<file path="src/rtl/fifo_arb_pkg.sv">
// Shared definitions for the FIFO write arbiter: state encoding and width helpers.
package fifo_arb_pkg;

    typedef enum logic {
        IDLE  = 1'b0,
        BURST = 1'b1
    } arb_state_t;

    // Index width for n requesters; never narrower than one bit.
    function automatic int idx_width(input int n);
        return (n > 1) ? $clog2(n) : 1;
    endfunction

    // Burst counter width: must be able to hold MAX_BURST itself.
    function automatic int cnt_width(input int max_burst);
        return $clog2(max_burst) + 1;
    endfunction

endpackage

</file>
<file path="src/rtl/rr_pick.sv">
// Rotating-priority encoder: first set bit of req scanning from ptr upward, modulo N_REQ.
module rr_pick
    import fifo_arb_pkg::*;
#(
    parameter int N_REQ = 4,
    parameter int IDW   = idx_width(N_REQ)
) (
    input  logic [N_REQ-1:0] req,
    input  logic [IDW-1:0]   ptr,
    output logic             valid,
    output logic [IDW-1:0]   idx
);

    // Scan from the far end back toward ptr so the last hit is the highest-priority one.
    always_comb begin
        valid = 1'b0;
        idx   = '0;
        for (int k = N_REQ - 1; k >= 0; k--) begin
            if (req[(int'(ptr) + k) % N_REQ]) begin
                valid = 1'b1;
                idx   = IDW'((int'(ptr) + k) % N_REQ);
            end
        end
    end

endmodule

</file>
<file path="src/rtl/fifo_wr_arbiter.sv">
// Round-robin arbiter sharing one FIFO write port among N_REQ producers, with burst lock.
module fifo_wr_arbiter
    import fifo_arb_pkg::*;
#(
    parameter int N_REQ     = 4,
    parameter int WIDTH     = 8,
    parameter int MAX_BURST = 4,
    parameter int IDW       = idx_width(N_REQ)
) (
    input  logic                   clk,
    input  logic                   res,
    input  logic [N_REQ-1:0]       req,
    input  logic [N_REQ*WIDTH-1:0] req_data,
    input  logic [N_REQ-1:0]       req_last,
    output logic [N_REQ-1:0]       ack,
    output logic                   fifo_wr_en,
    output logic [WIDTH-1:0]       fifo_wdata,
    input  logic                   fifo_full,
    output logic [IDW-1:0]         owner,
    output logic                   busy
);

    localparam int CW = cnt_width(MAX_BURST);

    arb_state_t                    state, state_nx;
    logic [IDW-1:0]                rr_ptr, rr_nx, owner_nx;
    logic [CW-1:0]                 burst_cnt, cnt_nx;
    logic                          pick_vld;
    logic [IDW-1:0]                pick_idx;
    logic [N_REQ-1:0]              ack_raw;
    logic [WIDTH-1:0]              wdata_raw;
    logic [N_REQ-1:0][WIDTH-1:0]   data_arr;

    assign data_arr = req_data;

    function automatic logic [IDW-1:0] next_idx(input logic [IDW-1:0] i);
        return (int'(i) == N_REQ - 1) ? '0 : i + 1'b1;
    endfunction

    rr_pick #(
        .N_REQ (N_REQ),
        .IDW   (IDW)
    ) u_pick (
        .req   (req),
        .ptr   (rr_ptr),
        .valid (pick_vld),
        .idx   (pick_idx)
    );

    // State, pointer, owner and burst counter; reset drops any lock at once.
    always_ff @(posedge clk or posedge res) begin
        if (res) begin
            state     <= IDLE;
            rr_ptr    <= '0;
            owner     <= '0;
            burst_cnt <= '0;
        end else begin
            state     <= state_nx;
            rr_ptr    <= rr_nx;
            owner     <= owner_nx;
            burst_cnt <= cnt_nx;
        end
    end

    // Grant and next-state: full freezes everything; BURST only serves the owner.
    always_comb begin
        ack_raw   = '0;
        wdata_raw = '0;
        state_nx  = state;
        rr_nx     = rr_ptr;
        owner_nx  = owner;
        cnt_nx    = burst_cnt;
        if (!fifo_full) begin
            case (state)
                IDLE: begin
                    if (pick_vld) begin
                        ack_raw[pick_idx] = 1'b1;
                        wdata_raw         = data_arr[pick_idx];
                        if (req_last[pick_idx] || MAX_BURST == 1) begin
                            rr_nx = next_idx(pick_idx);
                        end else begin
                            state_nx = BURST;
                            owner_nx = pick_idx;
                            cnt_nx   = CW'(1);
                        end
                    end
                end
                BURST: begin
                    if (req[owner]) begin
                        ack_raw[owner] = 1'b1;
                        wdata_raw      = data_arr[owner];
                        if (req_last[owner] || (int'(burst_cnt) + 1 == MAX_BURST)) begin
                            state_nx = IDLE;
                            cnt_nx   = '0;
                            rr_nx    = next_idx(owner);
                        end else begin
                            cnt_nx = burst_cnt + 1'b1;
                        end
                    end
                end
                default: ;
            endcase
        end
    end

    // Outputs are forced low while reset is held, independent of the clock.
    assign ack        = res ? '0 : ack_raw;
    assign fifo_wr_en = |ack;
    assign fifo_wdata = res ? '0 : wdata_raw;
    assign busy       = !res && (state == BURST);

endmodule

</file>
<file path="config.mk">
export PLATFORM = sky130hd
export DESIGN_NAME = fifo_wr_arbiter
export DESIGN_NICKNAME = d
export VERILOG_FILES = /design/src/rtl/fifo_arb_pkg.sv /design/src/rtl/rr_pick.sv /design/src/rtl/fifo_wr_arbiter.sv
export SDC_FILE = /design/constraint.sdc
export NUM_CORES = 1
export LEC_CHECK = 0
export ABC_AREA = 1
export BUFFER_PORTS_ARGS = -buffer_cell sky130_fd_sc_hd__buf_2
export CAP_MARGIN = 15
export CORE_MARGIN = 2
export CORE_UTILIZATION = 50
export CTS_CLUSTER_SIZE = 16
export DETAILED_ROUTE_END_ITERATION = 6
export GPL_TIMING_DRIVEN = 0
export HOLD_SLACK_MARGIN = 0.12
export PLACE_DENSITY = 0.81
export SYNTH_ARGS = -nofsm -noshare
export SYNTH_HDL_FRONTEND = slang
export SYNTH_SLANG_ARGS = --single-unit
</file>
<file path="constraint.sdc">
create_clock -name clk -period 2.61 [get_ports clk]
set_clock_uncertainty 0.1 [all_clocks]
set_input_delay 0.1305 -clock clk [delete_from_list [all_inputs] [get_ports clk]]
set_output_delay 0.1305 -clock clk [all_outputs]
set_load 0.03 [all_outputs]
</file>
**Yosys cells after proc, flatten, opt, wreduce, memory -nomap -nowiden**

Index checks and enable logic that the tools add are counted.

- Flip-flop bits (word level): 8
- Bits of input ports: 43
- Logic and storage cells: 105

- Add/sub/neg operators: 7
- Order comparisons: 8
- Eq/ne operators: 8
- Mux-type cells: 60
- Bitwise operators: 6
- Reductions and logical operators: 12

Operators with widths:

| kind | number |
|---|---|
| $mux W8 | 6 |
| $bmux W8 S2 | 2 |
| $mux W1 | 20 |
| $mux W2 | 10 |
| $mux W4 | 4 |
| $pmux W8 S2 | 1 |
| $bmux W1 S2 | 7 |
| $lt A3 B4 Y1 const B | 3 |
| $mux W3 | 4 |
| $lt A2 B3 Y1 const B | 3 |
| $pmux W4 S2 | 1 |
| $reduce_and A4 Y1 | 2 |
| $add A2 B1 Y2 const B | 3 |
| $ne A2 B2 Y1 const B | 3 |
| $pmux W3 S2 | 1 |
| $reduce_or A2 Y1 | 3 |
| $reduce_and A5 Y1 | 1 |
| $add A2 B2 Y2 const B | 2 |
| $add A3 B1 Y4 const B | 1 |
| $demux W1 S2 | 2 |
| $eq A2 B1 Y1 const B | 2 |
| $eq A4 B3 Y1 const B | 1 |
| $ge A2 B1 Y1 const B | 2 |
| $ne A2 B1 Y1 const B | 2 |
| 9 further kinds | 15 |

**Depth between registers and ports, before layout**

- Word-level depth: 19
- Mapped depth: 16
- Gate-level depth less buffers: 15

**Modules after synthesis**

A second synthesis with hierarchy kept.

- Cell total of the unflattened synthesis: 292
- Area, all modules: 1646.6 um2

By module, submodules not included:

| module | times used | cells each | area each (um2) | sequential area each (um2) |
|---|---|---|---|---|
| fifo_wr_arbiter | 1 | 246 | 1433.9 | 200.2 |
| rr_pick | 1 | 46 | 212.7 | 0.0 |

**Least setup slack after synthesis**

No wires, ideal clock.

- Kind: flip-flop to output port
- From: register owner[1]
- To: output fifo_wdata[1]
- Arrival time: 2.171 ns
- Data required time: 2.379 ns
- Setup slack: 0.209 ns
- Stages on the path, launching flop included: 11
- Path buffers: 0
- Cell sequence: dfrtp_1 > clkinv_1 > a21oi_1 > o21ai_0 > nand3_1 > nand2_1 > nor2_2 > nand2_1 > inv_1 > o21ai_0 > nor2_1

- Cells in the longest elaborated chain, start to end: 6
- Elaborated cells between the ends (all ways): 8
- Classes of those cells: mux: 8

RTL lines:

| element | line | RTL |
|---|---|---|
| start, declared | fifo_wr_arbiter.sv:19 | `output logic [IDW-1:0] owner,` |
| start signal, assigned | fifo_wr_arbiter.sv:60 | `owner <= owner_nx;` |
| $bmux W8 S2 / $bmux W1 S2 (equally long branches) | fifo_wr_arbiter.sv:91, fifo_wr_arbiter.sv:89 |  |
| $mux W8 (not written as such) / $mux W1 (equally long branches) | fifo_wr_arbiter.sv:91, fifo_wr_arbiter.sv:89 |  |
| $mux W8 (*) | fifo_wr_arbiter.sv:89 | `if (req[owner]) begin` |
| $pmux W8 S2 (*) | fifo_wr_arbiter.sv:74 | `case (state)` |
| $mux W8 (*) | fifo_wr_arbiter.sv:73 | `if (!fifo_full) begin` |
| $mux W8 (*) | fifo_wr_arbiter.sv:109 | `assign fifo_wdata = res ? '0 : wdata_raw;` |
| end, declared | fifo_wr_arbiter.sv:17 | `output logic [WIDTH-1:0] fifo_wdata,` |

Every way passes the cells marked *; elsewhere a longest branch is shown, timed or not. The select of a mux whose other input is x is not followed.

**Worst setup path in the final report**

- From: register rr_ptr[0]
- To: output fifo_wdata[1]

- Cells in the longest elaborated chain, start to end: 14
- Elaborated cells between the ends (all ways): 28
- Classes of those cells: add/sub: 3; mux: 25

RTL lines:

| element | line | RTL |
|---|---|---|
| start, declared | fifo_wr_arbiter.sv:26 | `logic [IDW-1:0] rr_ptr, rr_nx, owner_nx;` |
| start signal, assigned | fifo_wr_arbiter.sv:59 | `rr_ptr <= rr_nx;` |
| $add A2 B2 Y2 | rr_pick.sv:19, rr_pick.sv:21 |  |
| $bmux W1 S2 | rr_pick.sv:19 | `if (req[(int'(ptr) + k) % N_REQ]) begin` |
| $mux W1 (not written as such) (2 in a row) | rr_pick.sv:19 |  |
| $mux W2 (4 in a row) | rr_pick.sv:19 |  |
| $bmux W8 S2 | fifo_wr_arbiter.sv:78 | `wdata_raw = data_arr[pick_idx];` |
| $mux W8 (not written as such) | fifo_wr_arbiter.sv:78 |  |
| $mux W8 (*) | fifo_wr_arbiter.sv:76 | `if (pick_vld) begin` |
| $pmux W8 S2 (*) | fifo_wr_arbiter.sv:74 |  |
| $mux W8 (*) | fifo_wr_arbiter.sv:73 |  |
| $mux W8 (*) | fifo_wr_arbiter.sv:109 |  |

Marked as above.

==> flow_summary.json <==
{
  "dieArea_um2": 3700,
  "synth_cell_types": 28,
  "syn_avg_cell_area_um2": 5.38,
  "clkTransAtPathRegs_ps": 60,
  "start_kind": "flop",
  "fmax_ghz": 0.395,
  "rr_endpoint": "burst_cnt[0]",
  "synthArstFlopShare_pct": 100,
  "cts_buffers": 3,
  "cts_tree": "done",
  "grt.total_usage_pct": 27.0,
  "r2r_slack_ps": 520,
  "r2r_cells": 14,
  "synth_nets": 349,
  "diodes": 0,
  "syn_inst": 300,
  "io_buffers": 58,
  "r2r-start": "rr_ptr[0]",
  "wl_per_cell_um": 12.2,
  "rows": 20,
  "ios": 59,
  "synth_ff_type": "dfrtp_1",
  "crit_fanout": 10,
  "arrival_ps": 2300,
  "yosys_warnings": 0,
  "grt_overflow": 0,
  "p_per_area_nw_per_um2": 1310,
  "chipHeight_um": 60.8,
  "routed_wl_um": 5030,
  "postLayoutCoreUtil_pct": 69.1,
  "hold_path_class": "in -> reg",
  "n_fill_cell": 300,
  "globalplace.congestion": 0.900,
  "cts_buffer_depth": 2,
  "crit_required_ps": 2380,
  "first_pass_iters": 5,
  "period_share_pct": 97.0,
  "min_from": "req_last[3]",
  "die_w_um": 60.8,
  "dpl_cell_area_um2": 1960,
  "drive_above_1_share_pct": 29.3,
  "max-slew-margin-rel_pct": 66.5,
  "fin_area_um2": 2110,
  "finalHoldViolations": 0,
  "holdPathStages": 6,
  "setup_viol": 0,
  "design.core.area_um2": 3050,
  "htree_levels": 1,
  "synth.most_common_cell": "nand2_1",
  "grt_pass1_vias": 1823,
  "synth_area_leaders": "nand2_1, dfrtp_1, nor2_1",
  "final_nets": 420,
  "vias": 2185,
  "holdPathEnd": "state",
  "drc": 0,
  "grt_pass1_wl_um": 7770,
  "drt_iter0_markers": 194,
  "initial_core_util_pct": 52.9,
  "synth-seq-cells": 8,
  "worst_pin_slew_ps": 503,
  "cap_violations": 0,
  "cts_num_sinks": 8,
  "insertion_delay_ps": 250,
  "yosysTopAreaCell": "nand2_1",
  "vias_per_cell": 5.29,
  "min_period_ps": 2530,
  "syn_area_um2": 1620,
  "outcome": "completed",
  "drt.antenna.violating_nets": 0,
  "synthTopCellsByCount": "nand2_1, nor2_1, inv_1, nand3_1, o21ai_0",
  "critPathKind": "reg -> out",
  "antenna_found_initial": 0,
  "end_kind": "primary output",
  "synth-edff-count": 0,
  "dp_hpwl_um": 3750,
  "yosysSeqAreaShare_pct": 12.4,
  "slew_viol_final": 0,
  "root_buffer": "clkbuf_4",
  "total_leakage_power_nw": 1.22,
  "yosysTopAreaCellShare_pct": 22.3,
  "grt_start_max_net_pins": 12,
  "area_delta_synth_final_pct": 30.6,
  "ir_drop_v": 0.000601
}
[per-stage QoR]
stage | worst slack, ps | instances | hold WS, ps | power [mW] | setup TNS [ps]
final | 77.9 | 413 | 302 | 2.76 | 0
after global routing | -71.1 | 413 | 351 | 3.04 | -512
after CTS | 2.23 | 407 | 292 | 2.55 | 0
after detailed placement | 46.4 | 402 | 38.5 | 2.44 | 0
after global placement | 78.0 | 402 | 24.8 | 2.41 | 0
after floorplan | 209 | 300 | -137 | 1.96 | 0
[logic make-up (layout without fill, tap and decap cells)]
logic type      after synthesis  count (layout)  share of synthesized area, %
simple gates                186             186                          52.4
compound gates               50              50                          17.4
buf+inv                      49             118                          12.6
flops                         8               8                          12.4
fa+ha+maj                     6               6                          4.65
xor+xnor                      1               1                         0.542
[report_power, final]
part / internal [mW] / switching, mW / total [mW]
clock network: 0.0526 / 0.0414 / 0.0940
registers: 0.182 / 0.0867 / 0.269
logic: 0.830 / 1.57 / 2.40
total: 1.07 / 1.69 / 2.76
[per-layer routing]
metal / GRT usage (%) / up-vias / wire (um)
li1: - / 1113 / -
met1: 37.6 / 988 / 2230
met2: 46.2 / 84 / 2460
met3: 3.20 / 0 / 337
met4: 2.80 / 0 / 0
met5: 0 / - / 0
[cell usage in the layout, fill, tap and decap left out, types with 2 or more instances in the layout]
master and n:
nor4_1 3, o21ai_2 2, inv_1 34, clkbuf_1 3, a21oi_1 9, inv_2 3
o211ai_1 4, dfrtp_2 3, dlygate4sd3_1 2, clkbuf_2 2, nor2_2 3, buf_4 7
o22ai_1 7, nand3_1 25, nand2_1 93, buf_2 57, dfrtp_1 5, clkbuf_4 5
nor2_1 35, nand2_2 10, nand2_4 3, nand3_2 4, nand4_1 5, buf_8 2
ha_1 6, a31oi_1 3, o21ai_0 23, nor2_4 4
[worst max-delay path: stages, from the launching register on]
cell     delay, ps
dfrtp_2        460
buf_8          160
nand2_1         70
nand3_1        130
nand2_1        110
nand3_2         90
nand2_2         90
nand2_4         80
nand2_8        110
buf_8          140
nand2_4         70
inv_2           70
nand2_1         50
nand3_1         60
nor2_1          40
nor2_1          90
buf_2          210
[sequential cells by signal, indices dropped and copies added, names as in the netlist]
register,flops
owner,2
rr_ptr,2
state,1
burst_cnt,3
[repair_timing]
| action | CTS | global route |
|---|---|---|
| resized for setup | 4 | 23 |
| endpoints found under the hold margin | 10 | 0 |
| setup endpoints to repair | 11 | 13 |
| buffers inserted | 0 | 6 |
| hold buffers | 2 | 0 |
| pin swaps | 0 | 5 |
[how the worst max path moves through the flow]
stage               from  slack, ps  depth (start not counted)       endpoint
6_report       rr_ptr[0]         80                         16  fifo_wdata[1]
5_1_grt        rr_ptr[0]        -70                         16  fifo_wdata[2]
4_1_cts         owner[0]          2                         11     fifo_wr_en
3_5_place_dp    owner[1]         50                         11     fifo_wr_en
3_3_place_gp    owner[1]         80                         11  fifo_wdata[1]
2_1_floorplan   owner[1]        210                         10  fifo_wdata[1]
[area by class of cell]
class / instances / area (um2) / area share (%)
repair buffers: 66 / 363 / 17.2
flip-flops and latches: 8 / 204 / 9.67
well taps: 44 / 55.1 / 2.61
multi-input cells: 243 / 1250 / 59.3
inverters: 39 / 149 / 7.06
plain buffers: 10 / 65.1 / 3.08
clock buffers: 3 / 22.5 / 1.07
Power figures use the tool's default switching activity.
